## src/rtl/sobel_pkg.sv

```systemverilog
// Shared widths, gradient type and Sobel kernel coefficients for the
// 3x3 edge-detection operators.
package sobel_pkg;

    localparam int PIX_W   = 8;
    localparam int GRAD_W  = 11;
    localparam int MAG_MAX = 255;

    typedef logic signed [GRAD_W-1:0] grad_t;

    localparam grad_t K_SIDE   = 11'sd1;
    localparam grad_t K_CENTER = 11'sd2;

    // Zero-extend an unsigned pixel into the signed gradient domain.
    function automatic grad_t pix_ext(input logic [PIX_W-1:0] p);
        return grad_t'({{(GRAD_W-PIX_W){1'b0}}, p});
    endfunction

    function automatic grad_t kernel_sum(input logic [PIX_W-1:0] a,
                                         input logic [PIX_W-1:0] b,
                                         input logic [PIX_W-1:0] c);
        return pix_ext(a) * K_SIDE + pix_ext(b) * K_CENTER + pix_ext(c) * K_SIDE;
    endfunction

endpackage

```

## src/rtl/sobel_gradient.sv

```systemverilog
// Registered Sobel Gx/Gy over a 3x3 neighbourhood with valid passthrough.
// Pixel pRC is row R (0 = top), column C (2 = newest).
module sobel_gradient
    import sobel_pkg::*;
(
    input  logic                     clk,
    input  logic                     rst,
    input  logic                     valid_i,
    input  logic [PIX_W-1:0]         p00,
    input  logic [PIX_W-1:0]         p01,
    input  logic [PIX_W-1:0]         p02,
    input  logic [PIX_W-1:0]         p10,
    input  logic [PIX_W-1:0]         p11,
    input  logic [PIX_W-1:0]         p12,
    input  logic [PIX_W-1:0]         p20,
    input  logic [PIX_W-1:0]         p21,
    input  logic [PIX_W-1:0]         p22,
    output logic                     valid_o,
    output logic signed [GRAD_W-1:0] gx_o,
    output logic signed [GRAD_W-1:0] gy_o
);

    grad_t gx_next;
    grad_t gy_next;

    // The centre pixel carries zero weight in both kernels.
    logic  unused_center;
    assign unused_center = ^p11;

    assign gx_next = kernel_sum(p02, p12, p22) - kernel_sum(p00, p10, p20);
    assign gy_next = kernel_sum(p20, p21, p22) - kernel_sum(p00, p01, p02);

    always_ff @(posedge clk or negedge rst) begin
        if (!rst) begin
            valid_o <= 1'b0;
            gx_o    <= '0;
            gy_o    <= '0;
        end else begin
            valid_o <= valid_i;
            gx_o    <= gx_next;
            gy_o    <= gy_next;
        end
    end

endmodule

```

## src/rtl/sobel_window_3x3.sv

```systemverilog
// Sliding 3x3 window over incoming pixel columns, Sobel gradient, and a
// saturated magnitude with edge flag and end-of-line marker.
module sobel_window_3x3
    import sobel_pkg::*;
#(
    parameter int WIDTH     = 640,
    parameter int THRESHOLD = 128
) (
    input  logic             clk,
    input  logic             rst,
    input  logic             valid_i,
    input  logic [PIX_W-1:0] data0_i,
    input  logic [PIX_W-1:0] data1_i,
    input  logic [PIX_W-1:0] data2_i,
    output logic             valid_o,
    output logic [PIX_W-1:0] mag_o,
    output logic             edge_o,
    output logic             eol_o
);

    localparam int                COL_W         = $clog2(WIDTH);
    localparam logic [COL_W-1:0]  COL_LAST      = COL_W'(WIDTH - 1);
    localparam logic [COL_W-1:0]  COL_FIRST_WIN = COL_W'(2);
    localparam logic [GRAD_W-1:0] MAG_LIMIT     = GRAD_W'(MAG_MAX);
    localparam logic [PIX_W:0]    THRESH        = (PIX_W + 1)'(THRESHOLD);

    logic [PIX_W-1:0]  win [3][3];
    logic [COL_W-1:0]  col;
    logic              win_valid;
    logic              win_eol;

    logic              grad_valid;
    logic              grad_eol;
    grad_t             gx;
    grad_t             gy;

    logic [GRAD_W-1:0] abs_gx;
    logic [GRAD_W-1:0] abs_gy;
    logic [GRAD_W-1:0] mag_sum;
    logic [PIX_W-1:0]  mag_sat;

    // Row 0 is the oldest line (data2_i); column 2 always holds the newest pixel.
    always_ff @(posedge clk or negedge rst) begin
        if (!rst) begin
            for (int r = 0; r < 3; r++) begin
                for (int c = 0; c < 3; c++) begin
                    win[r][c] <= '0;
                end
            end
            col       <= '0;
            win_valid <= 1'b0;
            win_eol   <= 1'b0;
        end else begin
            win_valid <= valid_i && (col >= COL_FIRST_WIN);
            win_eol   <= valid_i && (col == COL_LAST);
            if (valid_i) begin
                for (int r = 0; r < 3; r++) begin
                    win[r][0] <= win[r][1];
                    win[r][1] <= win[r][2];
                end
                win[0][2] <= data2_i;
                win[1][2] <= data1_i;
                win[2][2] <= data0_i;
                col       <= (col == COL_LAST) ? '0 : col + 1'b1;
            end
        end
    end

    sobel_gradient u_gradient (
        .clk     (clk),
        .rst     (rst),
        .valid_i (win_valid),
        .p00     (win[0][0]),
        .p01     (win[0][1]),
        .p02     (win[0][2]),
        .p10     (win[1][0]),
        .p11     (win[1][1]),
        .p12     (win[1][2]),
        .p20     (win[2][0]),
        .p21     (win[2][1]),
        .p22     (win[2][2]),
        .valid_o (grad_valid),
        .gx_o    (gx),
        .gy_o    (gy)
    );

    always_ff @(posedge clk or negedge rst) begin
        if (!rst) begin
            grad_eol <= 1'b0;
        end else begin
            grad_eol <= win_eol;
        end
    end

    assign abs_gx  = gx[GRAD_W-1] ? GRAD_W'(-gx) : GRAD_W'(gx);
    assign abs_gy  = gy[GRAD_W-1] ? GRAD_W'(-gy) : GRAD_W'(gy);
    assign mag_sum = abs_gx + abs_gy;
    assign mag_sat = (mag_sum > MAG_LIMIT) ? PIX_W'(MAG_MAX) : mag_sum[PIX_W-1:0];

    // Result registers only load on a valid window so they hold between beats.
    always_ff @(posedge clk or negedge rst) begin
        if (!rst) begin
            valid_o <= 1'b0;
            mag_o   <= '0;
            edge_o  <= 1'b0;
            eol_o   <= 1'b0;
        end else begin
            valid_o <= grad_valid;
            if (grad_valid) begin
                mag_o  <= mag_sat;
                edge_o <= ({1'b0, mag_sat} >= THRESH);
                eol_o  <= grad_eol;
            end
        end
    end

endmodule

```

## config.mk

```make
export PLATFORM = sky130hd
export DESIGN_NAME = sobel_window_3x3
export DESIGN_NICKNAME = d
export VERILOG_FILES = /design/src/rtl/sobel_pkg.sv /design/src/rtl/sobel_gradient.sv /design/src/rtl/sobel_window_3x3.sv
export SDC_FILE = /design/constraint.sdc
export NUM_CORES = 1
export LEC_CHECK = 0
export BUFFER_PORTS_ARGS = -buffer_cell sky130_fd_sc_hd__buf_2
export CAP_MARGIN = 5
export CORE_ASPECT_RATIO = 1.4
export CORE_UTILIZATION = 42
export DETAILED_ROUTE_END_ITERATION = 6
export PLACE_DENSITY_LB_ADDON = 0.25
export SLEW_MARGIN = 40
export SYNTH_ARGS = -nofsm -noshare
export SYNTH_HDL_FRONTEND = slang
export SYNTH_SLANG_ARGS = --single-unit
```

## constraint.sdc

```tcl
create_clock -name clk -period 6.1 [get_ports clk]
set_input_delay 0.305 -clock clk [delete_from_list [all_inputs] [get_ports clk]]
set_output_delay 0.305 -clock clk [all_outputs]
set_load 0.02 [all_outputs]
```

---- Yosys cells after proc, flatten, opt, wreduce, memory -nomap -nowiden ----
Cells that the tools add are included.
cells by class
  add/subtract/negate cells ............... 14
  order comparisons ....................... 3
  equality and inequality tests ........... 1
  muxes and demuxes ....................... 4
  reductions and logical operators ........ 2
operators with widths
  kind                   number
  $add 11x9->11          4
  $add 8x9->10           4
  $mux 11                2
  $neg 11->11            2
  $sub 11x11->11         2
  $add 11x11->11         1
  $gt 11x8->1 const B    1
  $add 10x1->10 const B  1
  $eq 10x10->1 const B   1
  $ge 10x2->1 const B    1
  $mux 10                1
  $ge 8x8->1 const B     1
  $mux 8                 1
  $logic_and 1x1->1      2
storage, ports and cells
  register bits after elaboration ......... 119
  input port bits ......................... 27
  word-level logic and storage cells ...... 44

---- Logic depth before layout (Yosys ltp) ----
Gate-level depths: netlist (run 1).
  word-level depth ........................ 6
  mapped depth ............................ 18
  mapped depth without buffers ............ 18

---- By module ----
A second synthesis (run 1) with hierarchy kept.
second synthesis, totals
  cells, all modules ...................... 647
  area, all modules ....................... 7463.4 sq um
by module, submodules not included
  module            instances  cells each  area an instance (sq um)  seq. area each (sq um)
  sobel_window_3x3  1          350         4463.0                    2377.3
  sobel_gradient    1          297         3000.4                    575.6

---- Worst setup path before layout (run 1) ----
Ideal clock, no wire load.
  path type ............................... register -> register
  start point ............................. register win[57] (netlist name)
  end point ............................... register u_gradient.gy_o[9]
  setup time .............................. 0.128 ns
  arrival time ............................ 3.895 ns
  required time ........................... 5.972 ns
  path slack .............................. 2.077 ns
  cell stages (with the launch flop) ...... 17
  path buffers ............................ 0
  cell sequence ........................... dfrtp_1 ha_1 a21o_1 a21oi_1 nor2b_1 o21a_1 nor2_1 xor2_1 fa_1 inv_1 fa_1 inv_1 ha_1 and4_1 a2111oi_0 a21oi_1 xor2_1
between the ends
  word-level cells in the longest chain between the ends .. 3
RTL lines
  element                          RTL line                RTL
  start, declared                  sobel_window_3x3.sv:27  logic [PIX_W-1:0] win [3][3];
  start signal, assigned by index  sobel_window_3x3.sv:58  win[r][0] <= win[r][1];
  start signal, assigned by index  sobel_window_3x3.sv:59  win[r][1] <= win[r][2];
  $add 8x9->10                     sobel_pkg.sv:22         return pix_ext(a) * K_SIDE + pix_ext(b) * K_CENTER + pix_ext(c) * K_SIDE;
  $add 11x9->11                    sobel_pkg.sv:22
  $sub 11x11->11                   sobel_gradient.sv:31    assign gy_next = kernel_sum(p20, p21, p22) - kernel_sum(p00, p01, p02);
  named net u_gradient.gy_next[9]  sobel_gradient.sv:24    grad_t gy_next;
  end signal, assigned             sobel_gradient.sv:41    gy_o <= gy_next;
  end, declared                    sobel_gradient.sv:20    output logic signed [GRAD_W-1:0] gy_o
The timed path passes the listed nets, and every way through them passes these cells.
A chain may end at the register's enable or synchronous reset.

---- Final worst setup path (run 1) ----
  start point ............................. register win[49] (netlist name)
  end point ............................... register u_gradient.gx_o[9]
between the ends
  word-level cells in the longest chain between the ends .. 3
RTL lines
  element                          RTL line              RTL
  $add 8x9->10                     sobel_pkg.sv:22
  $add 11x9->11                    sobel_pkg.sv:22
  $sub 11x11->11                   sobel_gradient.sv:30  assign gx_next = kernel_sum(p02, p12, p22) - kernel_sum(p00, p10, p20);
  named net u_gradient.gx_next[9]  sobel_gradient.sv:23  grad_t gx_next;
  end signal, assigned             sobel_gradient.sv:40  gx_o <= gx_next;
  end, declared                    sobel_gradient.sv:19  output logic signed [GRAD_W-1:0] gx_o,
The timed path passes the listed nets, and every way through them passes these cells.

==> results_dict.tcl, run 1 <==
set metrics [dict create \
    grt_first_pass_wirelength_um 26300 \
    synth_area_um2 7920 \
    dp.cells 1032 \
    drc 0 \
    drv_slew 0 \
    path_cells "ha_1 > inv_1 > fa_1 > nor2b_1 > o21ai_0 > a21boi_0 > nor2_1 > fa_1 > inv_1 > fa_1 > inv_1 > ha_1 > and4_1 > a2111oi_0 > a21oi_1 > xor2_1" \
    synthArstFlopShare_pct 100 \
    worstHoldPathType "in -> reg" \
    netlist_top_cells_count "dfrtp_1, inv_1, ha_1, nand2_1, mux2_2" \
    portBuffers 37 \
    cts_max_level 4 \
    globalplace.congestion 0.805 \
    clkTransAtPathRegs_ns 0.06 \
    slowest_stage "a2111oi_0" \
    cts_root_buf "clkbuf_16" \
    setup_tns_ns 0 \
    synth_area_leader_cell "dfrtp_1" \
    cts_tree "done" \
    postCtsSetupBuffers 0 \
    required_ns 6.39 \
    placementRows 59 \
    min_period_over_period_pct 72.6 \
    critPathMaxStageDelay_ns 0.59 \
    syn_area_per_cell_um2 10.4 \
    syn_inst 764 \
    fin_crit_ns 4.43 \
    synth-seq-area-share_pct 37.3 \
    cp-end-kind "flip-flop" \
    ant_nets 0 \
    diodes 0 \
    nets 942 \
    status "finished clean" \
    routed_wl_um 15200 \
    highest_layer "met4" \
    wl_met2_um 8180 \
    clk-insertion-delay-late_ns 0.42 \
    synth_edf_count 0 \
    layout.cells.non_filler 1065 \
    vias 5390 \
    grt_use_total_pct 17.3 \
    drt-initial-drc-count 219 \
    die_h_um 164 \
    cp-start-kind "flip-flop" \
    wl_met1_um 6460 \
    initial_core_util_pct 42.7 \
    grt_pass1_vias 5582 \
    antenna_found_initial 0 \
    grt_setup_unrepaired "no" \
    cp_max_fo 5 \
    n_fill_cell 1713 \
    area_growth_pct 14.2 \
    die_w_um 118 \
    dp_hpwl_um 11700 \
    cts_sinks 118 \
    crit_type "reg -> reg" \
    dieArea_um2 19400 \
    yosysMostFrequentCell "dfrtp_1" \
    worst_pin_slew_ns 0.711 \
    via_per_inst 5.06 \
    ys_types 48 \
    yosysWarnings 0 \
    ys_seq_elements 118 \
    pin_count 38 \
    cts_buffer_depth 2 \
    wl_met3_um 290 \
    grt_overflow_total 0 \
    synth-main-ff-cell "dfrtp_1" \
    syn_nets 898 \
    hold_viol 0 \
    maxSlewHeadroom_pct 51.4 \
    crit_arrival_ns 4.72 \
    yosysTopAreaCellShare_pct 37.3 \
    drv_cap 0 \
    core_area_um2 18500 \
    drive_gt1_share_pct 15.6 \
    cts_buffers 17 \
    setup_viol 0 \
    fmax_mhz 226 \
    drt_first_pass_iters 4 \
    wl_per_cell_um 14.3 \
    finClkSkew_ns 0.00906 \
    synth.area.top_cells "dfrtp_1, ha_1, fa_1" \
    grt_max_degree 77 \
]
[critical path: cells and delay by family, from the launching register on]
| kind | cells | cell delay (ns) |
|---|---|---|
| compound gates | 4 | 1.17 |
| xor+xnor | 1 | 0.17 |
| fa+ha+maj | 5 | 1.95 |
| buf+inv | 3 | 0.14 |
| flops | 1 | 0.43 |
| simple gates | 3 | 0.45 |
[area by class of cell]
type                       instances  area, um^2  area share [%]
clock buffer                      18         439            4.86
timing repair buffer              40         223            2.46
tap                              244         305            3.38
multi-input combinational        537        4550            50.3
inverter                          94         353            3.90
clock inverter                    14         220            2.43
sequential                       118        2950            32.6
[state kept, by name, summed over array words and instances, names as in the netlist]
| register | cells |
|---|---|
| col | 10 |
| win_valid | 1 |
| win | 72 |
| u_gradient.valid_o | 1 |
| grad_eol | 1 |
| valid_o | 1 |
| mag_o | 8 |
| eol_o | 1 |
| u_gradient.gy_o | 11 |
| u_gradient.gx_o | 11 |
| win_eol | 1 |
[repair_timing]
action,in CTS,in global routing
hold endpoints to repair,47,0
gates resized for setup,0,0
hold buffers,1,0
setup endpoints to repair,0,0
[kinds of logic after synthesis]
| kind of cell | after synthesis | synth area share (%) |
|---|---|---|
| AND/OR/NAND/NOR | 167 | 10.2 |
| AO/OA/AOI/OAI | 137 | 11.3 |
| flip-flops | 118 | 37.3 |
| buffers and inverters | 109 | 5.21 |
| adder cells (fa/ha/maj) | 107 | 20.4 |
| XOR/XNOR | 71 | 7.85 |
| multiplexers | 55 | 7.76 |
[through the flow]
stage | cell area, um^2 | hold WS [ns] | setup WS [ns] | util, %
2_1_floorplan | 7920 | 0.00941 | 2.08 | -
3_5_place_dp | 8370 | 0.337 | 1.69 | 45.2
6_report | 9040 | 0.0898 | 1.67 | 48.8
4_1_cts | 9040 | 0.0767 | 1.61 | 48.8
3_3_place_gp | 8370 | 0.331 | 1.67 | 45.2
5_1_grt | 9040 | 0.0981 | 1.32 | 48.8
[final timing paths]
check | slack (ns) | cells after the start | to | from
setup / recovery | 1.67 | 16 | u_gradient.gx_o[9] | win[49]
hold / removal | 0.09 | 3 | win[54] | data2_i[6]
setup reg to reg | 1.67 | 16 | u_gradient.gx_o[9] | win[49]
hold reg to reg | 0.35 | 0 | grad_eol | win_eol
max in group asynchronous | 4.60 | 3 | u_gradient.gy_o[10] | rst
min in group asynchronous | 0.46 | 2 | mag_o[2] | rst
[cell usage in the layout (no fill, tap or decap), types with 5 or more instances in the layout]
cell | netlist | final
a21boi_0 | 6 | 6
nor2_1 | 37 | 37
ha_1 | 70 | 70
a21o_1 | 9 | 9
mux2_2 | 51 | 51
nand2_1 | 56 | 56
o21bai_1 | 6 | 6
nor4_1 | 5 | 5
dfrtp_1 | 118 | 118
nand3_1 | 8 | 8
a21oi_1 | 27 | 27
nand4_1 | 8 | 8
buf_2 | 0 | 35
and3_1 | 7 | 7
a2111oi_0 | 6 | 6
o21ai_0 | 39 | 39
inv_1 | 93 | 93
xnor2_1 | 49 | 49
bufinv_16 | 0 | 5
nor2b_1 | 9 | 9
fa_1 | 37 | 37
xor2_1 | 22 | 22
a211oi_1 | 6 | 6
clkbuf_16 | 0 | 17
o31ai_1 | 8 | 8
nand2b_1 | 7 | 7
nor3_1 | 16 | 16
[layer usage]
layer | global-route usage [%] | up-vias
li1 | - | 2714
met1 | 19.0 | 2599
met2 | 32.7 | 58
met3 | 3.28 | 19
met4 | 6.99 | 0
met5 | 0 | -
Power of run 1 is not shown: default switching activity piles up to over one toggle a cycle in this logic, so the estimate is an artifact.
==> run 2: changes to the inputs <==
--- a/config.mk
+++ b/config.mk
@@ -5,6 +5,7 @@
 export SDC_FILE = /design/constraint.sdc
 export NUM_CORES = 1
 export LEC_CHECK = 0
+export ABC_AREA = 1
 export BUFFER_PORTS_ARGS = -buffer_cell sky130_fd_sc_hd__buf_2
 export CAP_MARGIN = 5
 export CORE_ASPECT_RATIO = 1.4
==> constraint.sdc (replaced) <==
create_clock -name clk -period 3.8 [get_ports clk]
set_input_delay 0.19 -clock clk [delete_from_list [all_inputs] [get_ports clk]]
set_output_delay 0.19 -clock clk [all_outputs]
set_load 0.02 [all_outputs]
==> run 2 against run 1 <==
Against the previous run:
- non-clock buffer count increased by 36
- worst setup slack got worse by 1.6 ns
- flip-flop and latch count unchanged
- synthesized cell count increased by 30%
- critical endpoint is now u_gradient.gy_o[10]
- largest cell class unchanged
==> results_dict.tcl, run 2 <==
set metrics [dict create \
    syn_inst 990 \
    cts_buffers 17 \
    reg_top3 "win: 72 flops, u_gradient.gx_o: 11 flops, u_gradient.gy_o: 11 flops" \
    dp.cells 1267 \
    final_cell_mix "nand2_1, inv_1, dfrtp_1" \
    maxSlewHeadroom_pct 57.4 \
    yosysWarnings 0 \
    synth_area_um2 8190 \
    cp-start-kind "flip-flop" \
    vdd_drop_max_mv 0.415 \
    vias 6424 \
    synth.area.top_cells "dfrtp_1, ha_1, nand2_1" \
    synth_area_leader_cell "dfrtp_1" \
    drt_first_pass_iters 5 \
    placementRows 60 \
    dpl-instance-area_um2 8700 \
    initial_core_util_pct 42.8 \
    power_mw 9.84 \
    clock_power_share_pct 17.2 \
    grt_max_degree 95 \
    p_per_area_nw_per_um2 1010 \
    synth_edf_count 0 \
    grt_first_pass_wirelength_um 31000 \
    final_util_pct 50.9 \
    hold_viol 0 \
    drt-initial-drc-count 298 \
    leakage_nw 4.87 \
    final_area_um2 9740 \
    largest_reg_flops 72 \
    cts_root_buf "clkbuf_16" \
    drv_cap 0 \
    grt_overflow_total 0 \
    core_area_um2 19100 \
    status "finished clean" \
    p_switching_mw 4.67 \
    yosysMostFrequentCell "nand2_1" \
    netlist_top_cells_count "nand2_1, inv_1, dfrtp_1, o21ai_0, ha_1" \
    intPower_mw 5.17 \
    cp-end-kind "flip-flop" \
    drc 0 \
    grt_pass1_vias 6626 \
    dieArea_um2 20100 \
    crit_family "adder cells" \
    via_per_inst 4.84 \
    synthArstFlopShare_pct 100 \
    worst_pin_slew_ns 0.639 \
    diodes 0 \
    power_frac_seq_pct 18.7 \
    drv_slew 0 \
    fin_crit_ns 3.68 \
    required_ns 4.13 \
    fmax_mhz 272 \
    area_growth_pct 18.9 \
    routed_wl_um 18400 \
    cts_sinks 118 \
    portBuffers 37 \
    globalplace.congestion 0.878 \
    path_cells "ha_1 > fa_2 > nand3_1 > nand3_2 > a21oi_2 > o21bai_1 > nor2_1 > nor2_1 > fa_1 > inv_1 > fa_1 > inv_2 > ha_4 > nand2_1 > nor2_2 > nand3_1 > nand4_1 > xor2_1" \
    die_w_um 120 \
    die_h_um 167 \
    layout.cells.non_filler 1327 \
    crit_arrival_ns 4.01 \
    wl_per_cell_um 13.9 \
    worstHoldPathType "in -> reg" \
    ys_seq_elements 118 \
    yosysTopAreaCellShare_pct 36.0 \
    cts_buffer_depth 2 \
    final_common_cell "nand2_1" \
    nets 1200 \
    combPwrFrac_pct 64.1 \
    min_period_over_period_pct 96.9 \
    cts_max_level 4 \
    p_sw_share_pct 47.5 \
    largest-register "win" \
    clkTransAtPathRegs_ns 0.06 \
    cp_max_fo 4 \
    cts_tree "done" \
    clk-insertion-delay-late_ns 0.41 \
    dp_hpwl_um 13900 \
    path_buf_inv 2 \
    synth-main-ff-cell "dfrtp_1" \
    syn_area_per_cell_um2 8.27 \
    finClkSkew_ns 0.00863 \
    syn_nets 1124 \
    antenna_found_initial 0 \
    pin_count 38 \
    grt_setup_unrepaired "yes" \
    synth-seq-area-share_pct 36.0 \
    crit_type "reg -> reg" \
    ys_types 37 \
    slowest_stage "fa_1" \
    drive_gt1_share_pct 12.5 \
    setup_viol 0 \
    grt_use_total_pct 19.7 \
    critPathMaxStageDelay_ns 0.52 \
    ant_nets 0 \
]
run 2: what timing repair did:
item,CTS,global route
pin swaps,1,8
hold buffers,22,0
setup endpoints to repair,5,10
endpoints found under the hold margin,86,0
gates resized for setup,7,31
buffers inserted,1,5
run 2: power groups by stage:
stage	registers (mW)	logic, mW	clock network, mW
2_1_floorplan	1.80	4.73	0
3_3_place_gp	1.85	5.87	0
3_5_place_dp	1.86	5.97	0
4_1_cts	1.84	6.08	1.72
5_1_grt	1.88	7.23	1.78
6_report	1.84	6.31	1.69
run 2: worst min-delay path, delay by kind of cell:
family / cells / cell delay, ns
AND/OR/NAND/NOR: 2 / 0.12
buffers and inverters: 1 / 0.07
run 2: path summary, 6_finish.rpt:
kind / start / to / cells past startpoint / slack, ns
min in group asynchronous: rst / win[34] / 2 / 0.32
min: data2_i[1] / win[49] / 3 / 0.002
max: win[8] / u_gradient.gy_o[10] / 18 / 0.12
max in group asynchronous: rst / u_gradient.gx_o[8] / 3 / 2.66
min reg2reg: win_valid / u_gradient.valid_o / 0 / 0.34
max reg2reg: win[8] / u_gradient.gy_o[10] / 18 / 0.12
run 2: final cells by class:
cell class	instances	area, um^2
fill	1823	9400
multi-input combinational	683	4670
sequential	118	2950
inverter	170	638
timing repair buffer	76	543
clock buffer	19	453
tap	248	310
clock inverter	13	169
run 2: cells by family after synthesis:
kind of cell / after synthesis / share of synthesized area, %
AO/OA/AOI/OAI: 152 / 9.78
buffers and inverters: 189 / 8.74
flip-flops: 118 / 36.0
AND/OR/NAND/NOR: 358 / 18.6
adder cells (fa/ha/maj): 107 / 19.7
XOR/XNOR: 66 / 7.06
run 2: stage by stage:
step | setup TNS (ns) | setup slack, ns | hold WS, ns
2_1_floorplan | 0 | 0.196 | -0.106
3_3_place_gp | 0 | 0.0405 | 0.332
3_5_place_dp | -0.146 | -0.0715 | 0.222
4_1_cts | 0 | 0.00324 | 0.00398
5_1_grt | -0.0472 | -0.0245 | 0.00133
6_report | 0 | 0.118 | 0.00213
run 2: metal layers:
layer / vias up / GRT usage [%] / part of all wire [%]
li1: 3294 / - / -
met1: 3017 / 21.0 / 40
met5: - / 0 / 0
met2: 86 / 38.2 / 56
met3: 27 / 2.49 / 1.8
met4: 0 / 8.26 / 2.5
No activity file was read; power rests on OpenSTA's default activity.
